<file path="config.mk">
export PLATFORM = sky130hd
export DESIGN_NAME = sw_debounce3
export DESIGN_NICKNAME = d
export VERILOG_FILES = /design/src/rtl/sw_debounce_pkg.sv /design/src/rtl/sw_debounce3_chan.sv /design/src/rtl/sw_debounce3.sv
export SDC_FILE = /design/constraint.sdc
export NUM_CORES = 1
export LEC_CHECK = 0
export ABC_AREA = 1
export CORE_MARGIN = 4
export CORE_UTILIZATION = 40
export CTS_CLUSTER_SIZE = 25
export DETAILED_ROUTE_END_ITERATION = 10
export GPL_TIMING_DRIVEN = 0
export HOLD_SLACK_MARGIN = 0.08
export PLACE_DENSITY_LB_ADDON = 0.12
export SYNTH_ARGS = -nofsm -noshare
export SYNTH_HDL_FRONTEND = slang
export SYNTH_SLANG_ARGS = --single-unit
</file>
<file path="constraint.sdc">
create_clock -name clk -period 3.5 [get_ports clk]
set_input_delay 1.05 -clock clk [delete_from_list [all_inputs] [get_ports clk]]
set_output_delay 1.05 -clock clk [all_outputs]
set_load 0.01 [all_outputs]
</file>
<file path="src/rtl/sw_debounce_pkg.sv">
`default_nettype none
// ============================================================================
// Module   : sw_debounce_pkg
// Purpose  : Shared types and constants for the three-input switch debouncer.
// Revision : 1.0 - initial release
// ============================================================================
package sw_debounce_pkg;

  typedef enum logic {
    STABLE   = 1'b0,
    CHANGING = 1'b1
  } db_state_t;

  localparam int NUM_SW                  = 3;
  localparam int DEFAULT_DEBOUNCE_CYCLES = 1_000_000;

endpackage : sw_debounce_pkg
`default_nettype wire

</file>
<file path="src/rtl/sw_debounce3_chan.sv">
`default_nettype none
// ============================================================================
// Module   : debounce_chan
// Purpose  : Two-flop synchroniser plus counting debounce FSM for one switch.
//            With SW_DEBOUNCE_RISE_EN defined it also exports the 0->1 accept
//            event so the parent can register a rising-edge strobe.
// Revision : 1.0 - initial release
// ============================================================================
module debounce_chan
  import sw_debounce_pkg::*;
#(
  parameter int DEBOUNCE_CYCLES = DEFAULT_DEBOUNCE_CYCLES,
  parameter int CNT_W           = $clog2(DEBOUNCE_CYCLES)
) (
  input  logic clk,
  input  logic rst,
  input  logic sw,
`ifdef SW_DEBOUNCE_RISE_EN
  output logic rise_set,
`endif
  output logic db,
  output logic busy
);

  localparam logic [CNT_W-1:0] c_cnt_last = CNT_W'(DEBOUNCE_CYCLES - 1);
  localparam logic [CNT_W-1:0] c_cnt_one  = CNT_W'(1);

  logic             r_s1;
  logic             r_s2;
  logic             r_db;
  logic [CNT_W-1:0] r_cnt;
  db_state_t        r_state;

  logic w_diff;
  logic w_at_last;

  assign w_diff    = r_s2 ^ r_db;
  assign w_at_last = (r_cnt == c_cnt_last);

  always_ff @(posedge clk or posedge rst) begin
    if (rst) begin
      r_s1    <= 1'b0;
      r_s2    <= 1'b0;
      r_db    <= 1'b0;
      r_cnt   <= '0;
      r_state <= STABLE;
    end else begin
      r_s1 <= sw;
      r_s2 <= r_s1;
      case (r_state)
        STABLE: begin
          if (w_diff) begin
            r_state <= CHANGING;
            r_cnt   <= c_cnt_one;
          end else begin
            r_cnt   <= '0;
          end
        end
        CHANGING: begin
          // A bounce back to the held level abandons the count without
          // touching db; only an uninterrupted run reaches the terminal value.
          if (!w_diff) begin
            r_state <= STABLE;
            r_cnt   <= '0;
          end else if (w_at_last) begin
            r_db    <= r_s2;
            r_cnt   <= '0;
            r_state <= STABLE;
          end else begin
            r_cnt   <= r_cnt + c_cnt_one;
          end
        end
        default: begin
          r_state <= STABLE;
          r_cnt   <= '0;
        end
      endcase
    end
  end

  assign db   = r_db;
  assign busy = (r_state == CHANGING);

`ifdef SW_DEBOUNCE_RISE_EN
  // Asserted in the cycle whose closing edge loads a 1 into db, so a register
  // in the parent lines its pulse up with the first cycle of db high.
  assign rise_set = (r_state == CHANGING) & w_diff & w_at_last & r_s2;
`endif

endmodule : debounce_chan
`default_nettype wire

</file>
<file path="src/rtl/sw_debounce3.sv">
`default_nettype none
// ============================================================================
// Module   : sw_debounce3
// Purpose  : Synchronise and debounce three raw switch inputs (a, b, c).
//            Define SW_DEBOUNCE_RISE_EN to build the rising-edge strobes;
//            otherwise rise_o is tied low. Ports are identical in both builds.
// Revision : 1.0 - initial release
// ============================================================================
module sw_debounce3
  import sw_debounce_pkg::*;
#(
  parameter int DEBOUNCE_CYCLES = DEFAULT_DEBOUNCE_CYCLES,
  parameter int CNT_W           = $clog2(DEBOUNCE_CYCLES)
) (
  input  logic              clk,
  input  logic              rst,
  input  logic [NUM_SW-1:0] sw_i,
  output logic [NUM_SW-1:0] db_o,
  output logic [NUM_SW-1:0] rise_o,
  output logic              busy_o
);

  logic [NUM_SW-1:0] w_busy;
`ifdef SW_DEBOUNCE_RISE_EN
  logic [NUM_SW-1:0] w_rise_set;
`endif

  generate
    for (genvar gi = 0; gi < NUM_SW; gi++) begin : g_chan
      debounce_chan #(
        .DEBOUNCE_CYCLES (DEBOUNCE_CYCLES),
        .CNT_W           (CNT_W)
      ) u_chan (
        .clk      (clk),
        .rst      (rst),
        .sw       (sw_i[gi]),
`ifdef SW_DEBOUNCE_RISE_EN
        .rise_set (w_rise_set[gi]),
`endif
        .db       (db_o[gi]),
        .busy     (w_busy[gi])
      );
    end : g_chan
  endgenerate

  assign busy_o = |w_busy;

`ifdef SW_DEBOUNCE_RISE_EN
  logic [NUM_SW-1:0] r_rise;

  always_ff @(posedge clk or posedge rst) begin
    if (rst) begin
      r_rise <= '0;
    end else begin
      r_rise <= w_rise_set;
    end
  end

  assign rise_o = r_rise;
`else
  assign rise_o = '0;
`endif

endmodule : sw_debounce3
`default_nettype wire
</file>
==> key figures <==
Run status
  – Status: finished clean

Detailed routing
  – Drt first pass iters: 4
  – Post-DRT Antenna Nets: 0
  – Vias: 3021
  – Via density: ~4.6
  – 1st-iter DRT viols: 128
  – Wire per inst: between 10 and 15 um
  – DRC Markers: 0
  – WL final: ~7.8 mm

Cells and area
  – Share of layout cells above drive strength 1: 0.106
  – Post-route insts no fill: 658
  – Final Util: 0.463
  – Diode count: 0
  – Area grow syn2layout: 11.2%
  – Most frequent cells in the layout: nor2_1, nand2_1, dfrtp_1, inv_1, xor2_1
  – Final Net Count: ~530
  – Fill count: approximately 970
  – Commonest non-fill, non-tap cell in the layout: nor2_1

STA
  – Worst Clk Skew: around 7.7 ps
  – Hold Vio Cnt, Final: 0
  – Slew Limit Fails: 0
  – Minimum clock period: 2560 ps
  – Final setup vio count: 0
  – RSZ-0062 raised after global routing: false
  – Fmax: 390 MHz
  – Worst Setup Slack, final: between 900 and 1000 ps
  – Tcrit/Tclk final: 0.732

Power
  – Final Power: around 1.5 mW
  – Leakage: 1.81 nW
  – Pwr dens: 354 nW/um^2
  – Max VDD drop: 0.000191 V

Global route
  – Remaining global-route overflow: 0
  – First-pass GRT wire length: around 14 mm
  – Initial antenna violation count: 0
  – Largest net degree at the start of global routing: between 60 and 70
  – Number of global-route vias before repair: a little over 3000
  – GRT Util Overall: 0.154

Clock tree
  – Root buf cell: clkbuf_8
  – Cts hold-fix bufs: 0
  – Clock slew at reported path FFs: approximately 70 ps
  – CTS tree: yes
  – Num CTS Buffers: 9
  – Longest Clk Path Bufs: 2
  – Post-CTS Resized: 0
  – H-tree depth: 3
  – Setup bufs post-CTS: 0
  – Clock Sink Count: slightly above 70
  – Clock insertion delay at the later pin of the skew report: around 350 ps

Placed design
  – Dpl ws: between 1000 and 1500 ps
  – Dpl cells: between 600 and 700
  – GP Congestion: 0.855
  – DPL Wire Length: 5.64 mm
  – I/O Buffers: 8

Setup path
  – Largest delay contributor family on the critical path: buffers and inverters
  – Largest stage delay, worst path: just over 500 ps
  – Critical path buffer and inverter count: 2
  – R2r startpoint: g_chan[2].u_chan.r_cnt[0]
  – FF-to-FF setup slack: between 1500 and 2000 ps
  – Cell breakdown of the critical path: inv_1 -> nand3_1 -> clkdlybuf4s50_1
  – CP Launch Type: flop
  – Worst Path Required: between 2000 and 2500 ps
  – Arrival @ worst endpoint: approximately 1500 ps
  – Kind of critical path: reg -> out
  – CP max-delay cell: clkdlybuf4s50_1
  – RR Endpoint: g_chan[2].u_chan.busy
  – Worst-path maximum fanout: 4
  – Critical Path End Type: output pin
  – Worst r2r path cells: 7

Floorplan
  – Die W: between 100 and 150 um
  – I/O pin count: 12
  – Core box area: 9370 um^2
  – Row cnt: 35
  – Initial Util: 0.416
  – Die area: about 11000 um^2
  – Die Y: between 100 and 150 um

Yosys
  – Area contributors post-synth: dfrtp_1, nor2_1, nand2_1
  – Cell area after synthesis: about 3900 um^2
  – Post-Synth Adder-Cell Area: 0.00963
  – Mapped Avg Cell Area: 7.77 um^2
  – Largest family of logic cells by synthesized area: simple AND/OR/NAND/NOR gates
  – Compound-Gate Fraction of Synth Area: 0.0215
  – FF+latch count, synth: 72
  – Largest area contributor in the netlist: dfrtp_1
  – Synth warnings: 0
  – Share of the yosys chip area belonging to registers: 0.462
  – Synth top area share: 0.462
  – Multiplexer share of the synthesized area: 0
  – Synth unique cells: 29
  – Synth Area in XOR/XNOR: 0.0719
  – Post-Synth Simple-Gate Area: 0.359
  – Post-Synthesis Cells: about 500

Min path
  – Worst Hold End: g_chan[1].u_chan.r_s2
  – Critical hold path startpoint: g_chan[1].u_chan.r_s1
  – HP Class: reg -> reg
  – Hold path depth: 0

Flow run
  – Max-cap viol count: 0
-- registers in the layout (all words and copies together) (netlist names) --
name                 flops
g_chan.u_chan.r_cnt     60
g_chan.u_chan.r_s1       3
g_chan.u_chan.db         3
g_chan.u_chan.r_s2       3
g_chan.u_chan.busy       3
-- how the worst max path moves through the flow --
stage	endpoint	slack (ps)	startpoint	cells past startpoint
after detailed placement	busy_o	1300	g_chan[2].u_chan.busy	3
final	busy_o	940	g_chan[2].u_chan.busy	3
after global placement	g_chan[1].u_chan.r_cnt[11]	-740	rst	2
after CTS	busy_o	910	g_chan[2].u_chan.busy	3
after global routing	busy_o	840	g_chan[1].u_chan.busy	3
after floorplan	g_chan[0].u_chan.busy	630	rst	1
-- kinds of logic (layout without fill, tap and decap cells) --
| family | after synthesis | count (layout) |
|---|---|---|
| and+or+nand+nor | 314 | 314 |
| adders and majority gates | 3 | 3 |
| DFF | 72 | 72 |
| buffers and inverters | 64 | 89 |
| xor gates and xnor gates | 32 | 32 |
| other | 1 | 3 |
| AOI/OAI and AO/OA | 16 | 16 |
-- cell usage after synthesis --
| library cell | n |
|---|---|
| nand2_4 | 3 |
| inv_1 | 53 |
| o21ai_1 | 1 |
| nor2_1 | 127 |
| nor2_2 | 8 |
| nor3_1 | 11 |
| a21oi_1 | 4 |
| or2_2 | 1 |
| nand3_2 | 5 |
| buf_4 | 6 |
| nand2_2 | 7 |
| and2_4 | 1 |
| conb_1 | 1 |
| nor3_2 | 2 |
| ha_1 | 3 |
| a31oi_1 | 1 |
| o21ai_0 | 9 |
| xor2_1 | 23 |
| inv_2 | 1 |
| dfrtp_1 | 72 |
| buf_6 | 4 |
| nand2_1 | 114 |
| nor2_4 | 2 |
| nor3_4 | 2 |
| o21bai_1 | 1 |
| nand3b_1 | 1 |
| nand3_1 | 19 |
| nand4_1 | 11 |
| xnor2_1 | 9 |
-- report_power, final --
part           internal [mW]  switching [mW]  total [mW]
Combinational         0.0356          0.0712       0.107
Clock                  0.258           0.310       0.568
Sequential             0.849          0.0126       0.862
-- per-stage QoR --
step / setup TNS [ps] / cell area (um^2) / hold slack, ps
2_1_floorplan: 0 / 3910 / 331
3_3_place_gp: -52710 / 4150 / 336
3_5_place_dp: 0 / 4180 / 335
4_1_cts: 0 / 4340 / 352
5_1_grt: 0 / 4340 / 362
6_report: 0 / 4340 / 351
-- final cells by class --
| type | instances | area (um^2) | share of cell area |
|---|---|---|---|
| Multi-Input combinational cell | 368 | 1810 | 0.418 |
| Sequential cell | 72 | 1800 | 0.416 |
| Clock inverter | 3 | 18.8 | 0.00433 |
| Buffer | 10 | 90.1 | 0.0208 |
| Inverter | 54 | 205 | 0.0473 |
| Timing Repair Buffer | 9 | 108 | 0.0248 |
| Tap cell | 129 | 161 | 0.0372 |
| Clock buffer | 13 | 139 | 0.0320 |
-- routing by layer --
metal | routed length [um] | GRT usage | vias to the layer above
met1 | 3870 | 0.207 | 1398
met5 | 0 | 0 | -
met2 | 3550 | 0.246 | 34
met3 | 248 | 0.0349 | 7
li1 | - | - | 1582
met4 | 93 | 0.0521 | 0
No activity file was read; power rests on OpenSTA's default activity.
